<file path="src/rtl/timer_capture.sv">
// timer_capture: timestamps qualified edges of an asynchronous capture pin
// into a small circular FIFO of {edge type, TIME} entries.
// The pin is brought into the div_clk domain by a 2-flop synchronizer, and
// edges are detected against a flop holding the previous synchronized level.
// Optional feature: define TIMER_CAPTURE_FILTER_EN to insert a glitch filter
// between the synchronizer and the edge detector. The filter requires three
// consecutive equal samples, which adds two cycles of latency.
module timer_capture #(
  parameter int DEPTH = 4
) (
  input  logic                       rst,
  input  logic                       div_clk,
  input  logic                       en,
  input  logic [1:0]                 edge_sel,
  input  logic                       cap_in,
  input  logic [31:0]                time_val,
  input  logic                       pop,
  input  logic                       ovf_clr,
  output logic [31:0]                cap_data,
  output logic                       cap_edge,
  output logic                       valid,
  output logic [$clog2(DEPTH+1)-1:0] count,
  output logic                       overflow,
  output logic                       irq
);

  localparam int AW = $clog2(DEPTH);
  localparam int PW = AW + 1;

  // Synchronizer, previous-level flop and control state
  logic          sync1_q, sync1_d;
  logic          sync2_q, sync2_d;
  logic          prev_q, prev_d;
  logic [PW-1:0] wptr_q, wptr_d;
  logic [PW-1:0] rptr_q, rptr_d;
  logic          ovf_q, ovf_d;
`ifdef TIMER_CAPTURE_FILTER_EN
  logic          hist_q, hist_d;
  logic          filt_q, filt_d;
`endif

  // Entry storage: bit 32 = rising edge, bits 31:0 = timestamp
  logic [32:0]   mem_q [DEPTH];

  logic          lvl;
  logic          rise_evt;
  logic          fall_evt;
  logic          push_req;
  logic          fifo_empty;
  logic          fifo_full;
  logic          do_push;
  logic          do_pop;
  logic [32:0]   head;

  // Front end: synchronizer, optional glitch filter, edge qualification
  always_comb begin
    sync1_d = cap_in;
    sync2_d = sync1_q;
`ifdef TIMER_CAPTURE_FILTER_EN
    hist_d  = sync2_q;
    filt_d  = filt_q;
    // sync1, sync2 and hist hold three consecutive samples of the pin
    if ((sync1_q == sync2_q) && (sync2_q == hist_q)) begin
      filt_d = sync2_q;
    end
    lvl     = filt_q;
`else
    lvl     = sync2_q;
`endif
    // prev tracks the level every cycle, even while capture is disabled,
    // so re-enabling never manufactures a stale edge
    prev_d   = lvl;
    rise_evt = lvl & ~prev_q;
    fall_evt = ~lvl & prev_q;
    push_req = en & ((rise_evt & edge_sel[0]) | (fall_evt & edge_sel[1]));
  end

  // FIFO control: pointer updates and sticky overflow
  always_comb begin
    fifo_empty = (wptr_q == rptr_q);
    fifo_full  = (wptr_q[AW] != rptr_q[AW]) &&
                 (wptr_q[AW-1:0] == rptr_q[AW-1:0]);
    do_pop     = pop & ~fifo_empty;
    // a pop in the same cycle frees the slot for a push into a full FIFO
    do_push    = push_req & (~fifo_full | do_pop);
    wptr_d     = wptr_q + {{AW{1'b0}}, do_push};
    rptr_d     = rptr_q + {{AW{1'b0}}, do_pop};
    ovf_d      = ovf_q;
    // a newly lost event wins over a clear in the same cycle
    if (push_req && fifo_full && !do_pop) begin
      ovf_d = 1'b1;
    end else if (ovf_clr) begin
      ovf_d = 1'b0;
    end
  end

  // Control state register with asynchronous active-low reset
  always_ff @(posedge div_clk or negedge rst) begin
    if (!rst) begin
      sync1_q <= 1'b0;
      sync2_q <= 1'b0;
      prev_q  <= 1'b0;
      wptr_q  <= '0;
      rptr_q  <= '0;
      ovf_q   <= 1'b0;
`ifdef TIMER_CAPTURE_FILTER_EN
      hist_q  <= 1'b0;
      filt_q  <= 1'b0;
`endif
    end else begin
      sync1_q <= sync1_d;
      sync2_q <= sync2_d;
      prev_q  <= prev_d;
      wptr_q  <= wptr_d;
      rptr_q  <= rptr_d;
      ovf_q   <= ovf_d;
`ifdef TIMER_CAPTURE_FILTER_EN
      hist_q  <= hist_d;
      filt_q  <= filt_d;
`endif
    end
  end

  // Entry storage write; contents need no reset because the pointers gate reads
  always_ff @(posedge div_clk) begin
    if (do_push) begin
      mem_q[wptr_q[AW-1:0]] <= {rise_evt, time_val};
    end
  end

  // Outputs taken straight from FIFO state, zeroed when empty
  always_comb begin
    head     = mem_q[rptr_q[AW-1:0]];
    cap_data = fifo_empty ? 32'd0 : head[31:0];
    cap_edge = fifo_empty ? 1'b0 : head[32];
    valid    = ~fifo_empty;
    count    = wptr_q - rptr_q;
    overflow = ovf_q;
    irq      = ~fifo_empty | ovf_q;
  end

endmodule

</file>
<file path="config.mk">
export PLATFORM = sky130hd
export DESIGN_NAME = timer_capture
export DESIGN_NICKNAME = d
export VERILOG_FILES = /design/src/rtl/timer_capture.sv
export SDC_FILE = /design/constraint.sdc
export NUM_CORES = 1
export LEC_CHECK = 0
export CAP_MARGIN = 20
export CORE_AREA = 2 2 106 108
export DETAILED_ROUTE_END_ITERATION = 16
export DIE_AREA = 0 0 108 110
export GPL_ROUTABILITY_DRIVEN = 1
export HOLD_SLACK_MARGIN = 0.1
export PLACE_DENSITY = 0.86
export SKIP_CTS_REPAIR_TIMING = 1
export SYNTH_ARGS = -nofsm -noshare
export SYNTH_HDL_FRONTEND = slang
export SYNTH_SLANG_ARGS = --single-unit
</file>
<file path="constraint.sdc">
create_clock -name div_clk -period 4.4 [get_ports div_clk]
set_input_delay 1.1 -clock div_clk [delete_from_list [all_inputs] [get_ports div_clk]]
set_output_delay 1.1 -clock div_clk [all_outputs]
set_load 0.005 [all_outputs]
</file>
==> impl_metrics.toml, run 1 <==
[power_and_ir_drop]
max-vdd-ir-drop_mv = 0.575
clock_power_share_pct = 25.5
seqPwrFrac_pct = 33.3
p_per_area_nw_per_um2 = 677
pwr-share-comb_pct = 41.2
netSwitchingFraction_pct = 27.5
p_leak_uw = 0.00255
power_switching_uw = 1350
p_int_uw = 3560

[setup_path]
required_ns = 3.30
cp_max_fo = 22
cpLargestDelayFamily = "buffers and inverters"
slowest_delay_ns = 0.62
path_class = "flop to output port"
endpoint_kind = "output port"
start_kind = "flop"
timing.critical_path.cells = "inv_1, ha_1, and3_4, buf_4, nor2b_4, clkdlybuf4s50_1"
cp.arrival_ns = 2.89
crit_buf_inv = 3
cp_slowest_cell = "and3_4"

[synthesis]
synth_cells = 253
syn_nets = 300
async_reset_ff_share_pct = 7.04
yosys_most_used_dff = "edfxtp_1"
synth_cell_types = 23
yosys_warnings = 0
synth_seq_cells = 142
synth_seq_area_share_pct = 72.4
synth_edf_count = 132
synth_area_sq_um = 5820
syn_avg_cell_area_sq_um = 23.0

[sta]
postLayoutSetupSlackWorst_ns = 0.412
fin_crit_sh_pct = 90.6
timing.hold.ws_ns = 0.368
setup-violations-final = 0
fin_skew_ns = 0.0157
finalSetupTns_ns = 0
fin_crit_ns = 3.99
hold_viol_final = 0
finalMaxSlewViolations = 0
grt_setup_unrepaired = "false"
max_slew_margin_pct = 55.1
tightest_slew_ns = 0.673
fmax_mhz = 251

[floorplanning]
core_sq_um = 10700
io_pins = 79
die-area_sq_um = 11900
die_h_um = 110
rows = 38
initial_utilization_pct = 54.4
die_x_um = 108

[drt]
vias = 2701
post_drt_via_cell_ratio = 5.37
wl_per_cell_um = 19.5
dr.pass1.iters = 5
drtAntennaViolNets = 0
drcViolationCount = 0
routed_wl_mm = 9.80
drt_iter0_markers = 144

[grt]
gr-usage-met2_pct = 31.4
grt_use_met1_pct = 21.7
grt_pass1_vias = 3022
grt_max_degree = 36
top_usage_layer = "met2"
overflow = 0
antenna_found_initial = 0
grt_usage_pct = 18.2
met3_usage_pct = 5.17
grt_pass1_wl_mm = 15.4

[finish]
nets = 397
area_delta_synth_final_pct = 24.6
drive_above_1_share_pct = 31.1
fin_util_pct = 67.8
most-common-layout-cells = "edfxtp_1, clkdlybuf4s50_1, mux4_2, nor2b_4, clkbuf_16"
final_common_cell = "edfxtp_1"
n_antenna_cell = 0
final_area_sq_um = 7250

[place]
place.gp.congestion = 0.718
post-place-ws_ns = 0.935
portBuffers = 78
dp_hpwl_mm = 6.02
placedInstanceArea_sq_um = 6720

[worst_hold_path]
hp-class = "flop to flop"

[clock_network]
cts-htree-levels = 4
cts_tree = "built"
clkSinkCount = 142
path_clk_slew_ns = 0.06
cts-buffers-inserted = 17
clkLatencyLatePin_ns = 0.52
cts_max_path_buffers = 2
root_buffer = "clkbuf_8"

[flow_run]
drv_cap = 0

[outcome]
status = "completed"
-- synthesized netlist by cell type (all sizes together) (2+ instances only) --
library cell  number  area share [%]
inv                8            0.52
edfxtp           132              68
and4b              2            0.34
mux4              33              13
dfrtp             10             4.3
buf               12             2.9
ha                 6             1.3
xnor2              2            0.43
nor2b             35             7.6
nor3               4            0.34
xor2               2            0.30
-- state kept, by name, indices dropped and copies added (netlist names) --
name      cells
mem_q       132
rptr_q        3
wptr_q        3
lvl           1
overflow      1
prev_q        1
sync1_q       1
-- cell type report --
class | instances | area (sq um)
clock inverter | 11 | 96.3
tap | 140 | 175
multi-input combinational | 91 | 1430
sequential | 142 | 4220
timing repair buffer | 90 | 871
fill | 682 | 3440
inverter | 8 | 30.0
clock buffer | 21 | 439
-- routing by layer --
metal	up-vias	share of wire [%]
met1	1384	40
met3	14	5.3
met2	96	53
li1	1207	-
met5	-	0
met4	0	1.7
-- logic make-up (layout without fill, tap and decap cells) --
kind of cell / count (synthesis) / after routing / synth area share, %
AO/OA/AOI/OAI: 2 / 2 / 0.258
XOR/XNOR: 4 / 4 / 0.731
adder cells (fa/ha/maj): 7 / 7 / 1.63
buffers and inverters: 20 / 130 / 3.46
flip-flops: 142 / 142 / 72.4
multiplexers: 33 / 33 / 12.8
AND/OR/NAND/NOR: 45 / 45 / 8.77
-- path summary, 6_finish.rpt --
kind                       startpoint     endpoint  slack [ns]  cells past startpoint
max                         wptr_q[0]  cap_data[4]        0.41                      6
min                           sync1_q          lvl        0.37                      0
max reg2reg                 wptr_q[0]    rptr_q[2]        1.89                      8
min reg2reg                   sync1_q          lvl        0.37                      0
max in group asynchronous         rst    rptr_q[1]        3.15                      1
min in group asynchronous         rst      sync1_q        0.90                      1
-- power by group through the flow --
stage	Combinational, uW	Sequential (uW)	Clock, uW
6_report	2020	1630	1250
5_1_grt	2180	1640	1340
4_1_cts	2070	1630	1280
3_5_place_dp	2050	1660	0
3_3_place_gp	2020	1650	0
2_1_floorplan	1340	1650	0
-- metrics by stage --
| step | cells | power, uW |
|---|---|---|
| floorplan | 253 | 2990 |
| global placement | 471 | 3670 |
| detailed placement | 471 | 3710 |
| CTS | 503 | 4990 |
| global route | 503 | 5160 |
| finish | 503 | 4910 |
Note: power is estimated with default switching activity, not from simulation.
==> run 2, diff against run 1 <==
--- a/config.mk
+++ b/config.mk
@@ -6,12 +6,13 @@
 export NUM_CORES = 1
 export LEC_CHECK = 0
 export CAP_MARGIN = 20
-export CORE_AREA = 2 2 106 108
+export CORE_AREA = 2 2 100 102
 export DETAILED_ROUTE_END_ITERATION = 16
-export DIE_AREA = 0 0 108 110
+export DIE_AREA = 0 0 102 104
+export DONT_BUFFER_PORTS = 1
 export GPL_ROUTABILITY_DRIVEN = 1
 export HOLD_SLACK_MARGIN = 0.1
-export PLACE_DENSITY = 0.86
+export PLACE_DENSITY = 0.84
 export SKIP_CTS_REPAIR_TIMING = 1
 export SYNTH_ARGS = -nofsm -noshare
 export SYNTH_HDL_FRONTEND = slang
==> run 2 against run 1 <==
Net effect: clock-buffer cell count down 4; wire length fell by 6.0%; clock power rose by 11%; first-iteration DRC count is 4.2% lower; total power shrank 9.8%; global-route usage rose by 0.83 points; maximum frequency up 11%; final area decreased by 10%; combinational power shrank 32%.
==> impl_metrics.toml, run 2 (synthesis results as in run 1) <==
[place]
placedInstanceArea_sq_um = 5930
place.gp.congestion = 0.717
portBuffers = 0
dp_hpwl_mm = 5.55
post-place-ws_ns = 1.29

[drt]
routed_wl_mm = 9.22
wl_per_cell_um = 22.2
drtAntennaViolNets = 0
drcViolationCount = 0
post_drt_via_cell_ratio = 5.71
drt_iter0_markers = 138
vias = 2368
dr.pass1.iters = 5

[sta]
tightest_slew_ns = 0.633
timing.hold.ws_ns = 0.291
max_slew_margin_pct = 57.8
postLayoutSetupSlackWorst_ns = 0.820
fin_crit_sh_pct = 81.4
fin_crit_ns = 3.58
finalMaxSlewViolations = 0
hold_viol_final = 0
setup-violations-final = 0
fmax_mhz = 279
grt_setup_unrepaired = "false"
finalSetupTns_ns = 0
fin_skew_ns = 0.00647

[floorplanning]
rows = 36
io_pins = 79
die_h_um = 104
die_x_um = 102
die-area_sq_um = 10600
core_sq_um = 9550
initial_utilization_pct = 61.0

[flow_run]
drv_cap = 0

[grt]
grt_pass1_vias = 2509
grt_pass1_wl_mm = 14.2
antenna_found_initial = 0
grt_usage_pct = 19.1
overflow = 0
grt_max_degree = 36

[clock_network]
cts_tree = "built"
cts_max_path_buffers = 2
clkLatencyLatePin_ns = 0.50
path_clk_slew_ns = 0.06
cts-buffers-inserted = 17
clkSinkCount = 142
root_buffer = "clkbuf_8"
cts-htree-levels = 4

[finish]
final_common_cell = "edfxtp_1"
largest_reg_flops = 132
nets = 318
final_area_sq_um = 6520
area_delta_synth_final_pct = 12.0
most-common-layout-cells = "edfxtp_1, mux4_2, nor2b_4, clkbuf_16, buf_4"
drive_above_1_share_pct = 38.7
nFillCells = 595
n_antenna_cell = 0

[setup_path]
required_ns = 3.30
cp.arrival_ns = 2.48
endpoint_kind = "output port"
path_class = "flop to output port"
cp_max_fo = 23
start_kind = "flop"

[power_and_ir_drop]
power_uw = 4430
p_leak_uw = 0.00227
max-vdd-ir-drop_mv = 0.392
p_per_area_nw_per_um2 = 679

[outcome]
status = "completed"

[worst_hold_path]
hp-class = "input port to asynchronous set/reset pin"
==> run 2: changes by cell type in the layout (fill, tap and decap cells not counted), sizes merged <==
cell / before / now
clkbuf: 21 / 17
clkinv: 8 / 6
buf: 12 / 11
inv: 8 / 9
bufinv: 1 / 4
clkdlybuf4s50: 78 / 0
==> run 2: where the power goes <==
| group | internal (uW) | switching (uW) | leakage [uW] |
|---|---|---|---|
| registers | 1590 | 85.2 | 0.00131 |
| logic | 690 | 678 | 0.000676 |
| clock network | 906 | 482 | 0.000280 |
==> run 2: routing by layer <==
| layer | global-route usage [%] | up-vias | routed length (um) | share of wire (%) |
|---|---|---|---|---|
| li1 | - | 1049 | - | - |
| met1 | 24.6 | 1220 | 3710 | 40 |
| met2 | 29.4 | 88 | 4720 | 51 |
| met3 | 7.80 | 11 | 690 | 7.5 |
| met4 | 7.14 | 0 | 94 | 1.0 |
| met5 | 0 | - | 0 | 0 |
==> run 2: path summary, 6_finish.rpt <==
kind | from | endpoint | slack [ns] | cells past startpoint
min reg2reg | sync1_q | lvl | 0.36 | 0
min in group div_clk | sync1_q | lvl | 0.36 | 0
max reg2reg | rptr_q[0] | rptr_q[2] | 1.78 | 7
max | rptr_q[0] | cap_data[26] | 0.82 | 4
max in group asynchronous | rst | rptr_q[1] | 4.03 | 0
min | rst | prev_q | 0.29 | 0
==> run 2: final cells by class <==
class	instances	area [sq um]	area share, %
Clock inverter	13	173	2.65
Sequential cell	142	4220	64.7
Inverter	8	30.0	0.460
Multi-Input combinational cell	91	1430	21.9
Tap cell	133	166	2.55
Timing Repair Buffer	11	95.1	1.46
Clock buffer	17	414	6.35
==> run 2: critical path, stage by stage (launching register included) <==
cell     delay (ns)
dfrtp_2        0.59
ha_1           0.41
and3_4         0.62
buf_12         0.29
nor2b_4        0.06
==> run 2: stage by stage <==
stage	util (%)	std cells
floorplan	-	253
global placement	62.1	385
detailed placement	62.1	385
CTS	68.3	415
global route	68.3	415
finish	68.3	415
==> run 3, diff against run 2 <==
==> constraint.sdc (replaced) <==
create_clock -name div_clk -period 3.7 [get_ports div_clk]
set_input_delay 0.925 -clock div_clk [delete_from_list [all_inputs] [get_ports div_clk]]
set_output_delay 0.925 -clock div_clk [all_outputs]
set_load 0.005 [all_outputs]
==> run 3 against run 2 <==
Net effect: non-clock buffer count grew 2; die area unchanged; critical path depth up 1; final cell count rose by 0.72%; highest routed layer unchanged; total power is 16% higher; via count is 1.6% higher; critical endpoint is now cap_data[20]; clock skew increased by 0.0044 ns.
==> impl_metrics.toml, run 3 (synthesis results as in run 1) <==
[setup_path]
cp_slowest_cell = "dfrtp_1"
required_ns = 2.77
start_kind = "flop"
path_class = "flop to output port"
endpoint_kind = "output port"
cp_max_fo = 13
timing.critical_path.cells = "inv_1, ha_1, and3_4, buf_4, nor2b_4"
cp.arrival_ns = 2.22
slowest_delay_ns = 0.42

[grt]
grt_pass1_wl_mm = 14.4
grt_pass1_vias = 2571
antenna_found_initial = 0
overflow = 0
grt_max_degree = 36
grt_usage_pct = 19.1

[sta]
fin_crit_sh_pct = 85.1
fin_skew_ns = 0.0109
setup-violations-final = 0
fin_crit_ns = 3.15
tightest_slew_ns = 0.680
finalSetupTns_ns = 0
max_slew_margin_pct = 54.6
finalMaxSlewViolations = 0
grt_setup_unrepaired = "false"
hold_viol_final = 0
fmax_mhz = 317
timing.hold.ws_ns = 0.351

[drt]
drtAntennaViolNets = 0
vias = 2405
drt_iter0_markers = 132
drcViolationCount = 0
post_drt_via_cell_ratio = 5.75
wl_per_cell_um = 22.4
routed_wl_mm = 9.38
dr.pass1.iters = 4

[power_and_ir_drop]
p_leak_uw = 0.00226
max-vdd-ir-drop_mv = 0.532
p_per_area_nw_per_um2 = 793
pwr-share-comb_pct = 32.5
power_switching_uw = 1490
seqPwrFrac_pct = 37.7
clock_power_share_pct = 29.8
netSwitchingFraction_pct = 28.9
p_int_uw = 3660

[finish]
n_antenna_cell = 0
fin_util_pct = 68.0
nFillCells = 609
largest_reg_flops = 132
nets = 320
area_delta_synth_final_pct = 11.5
drive_above_1_share_pct = 38.9
most-common-layout-cells = "edfxtp_1, mux4_2, nor2b_4, clkbuf_16, buf_4"
final_common_cell = "edfxtp_1"

[place]
dp_hpwl_mm = 5.64
portBuffers = 0
place.gp.congestion = 0.689

[flow_run]
drv_cap = 0

[outcome]
status = "completed"

[clock_network]
cts-buffers-inserted = 17
path_clk_slew_ns = 0.06
cts-htree-levels = 4
cts_max_path_buffers = 2
cts_tree = "built"
clkSinkCount = 142
root_buffer = "clkbuf_8"
clkLatencyLatePin_ns = 0.51

[floorplanning]
die_h_um = 104
die_x_um = 102
initial_utilization_pct = 61.0
die-area_sq_um = 10600
core_sq_um = 9550
io_pins = 79
rows = 36

[worst_hold_path]
hp-class = "flop to flop"
run 3: per-layer routing:
metal / GRT usage, % / part of all wire, %
met1: 25.8 / 41
met3: 7.80 / 7.6
met5: 0 / 0
met2: 28.4 / 51
met4: 6.57 / 1.1
run 3: worst paths after layout:
kind	from	to	slack, ns	cells after the start
max in group asynchronous	rst	rptr_q[0]	2.57	1
min reg2reg	sync1_q	lvl	0.35	0
max reg2reg	wptr_q[0]	wptr_q[2]	1.44	8
min in group asynchronous	rst	prev_q	0.79	1
max	wptr_q[0]	cap_data[20]	0.55	5
min	sync1_q	lvl	0.35	0
run 3: critical path, delay by kind of cell (launching register included):
family	cells	cell delay, ns
flip-flops	1	0.42
buffers and inverters	2	0.52
AND/OR/NAND/NOR	2	0.41
adder cells (fa/ha/maj)	1	0.35
run 3: area by class of cell:
cell class                 instances  area, sq um  area share [%]
clock inverter                    13          124            1.91
tap                              133          166            2.56
clock buffer                      18          418            6.44
timing repair buffer              13          113            1.73
sequential                       142         4220            64.9
inverter                           8         30.0           0.462
multi-input combinational         91         1430            22.0
run 3: power groups by stage:
stage                     clock [uW]  sequential (uW)  combinational [uW]
after CTS                       1570             1940                1710
after floorplan                    0             1970                1590
final                           1540             1940                1670
after detailed placement           0             1980                1700
after global routing            1640             1950                1790
after global placement             0             1960                1670
run 3: metrics by stage:
stage / worst slack, ns / power (uW) / instance area (sq um) / cells
after floorplan: -0.368 / 3560 / 5820 / 253
after CTS: 0.497 / 5220 / 6480 / 417
after global placement: 1.08 / 3630 / 5940 / 386
final: 0.550 / 5150 / 6490 / 418
after detailed placement: 1.07 / 3680 / 5940 / 386
after global routing: 0.431 / 5380 / 6490 / 418
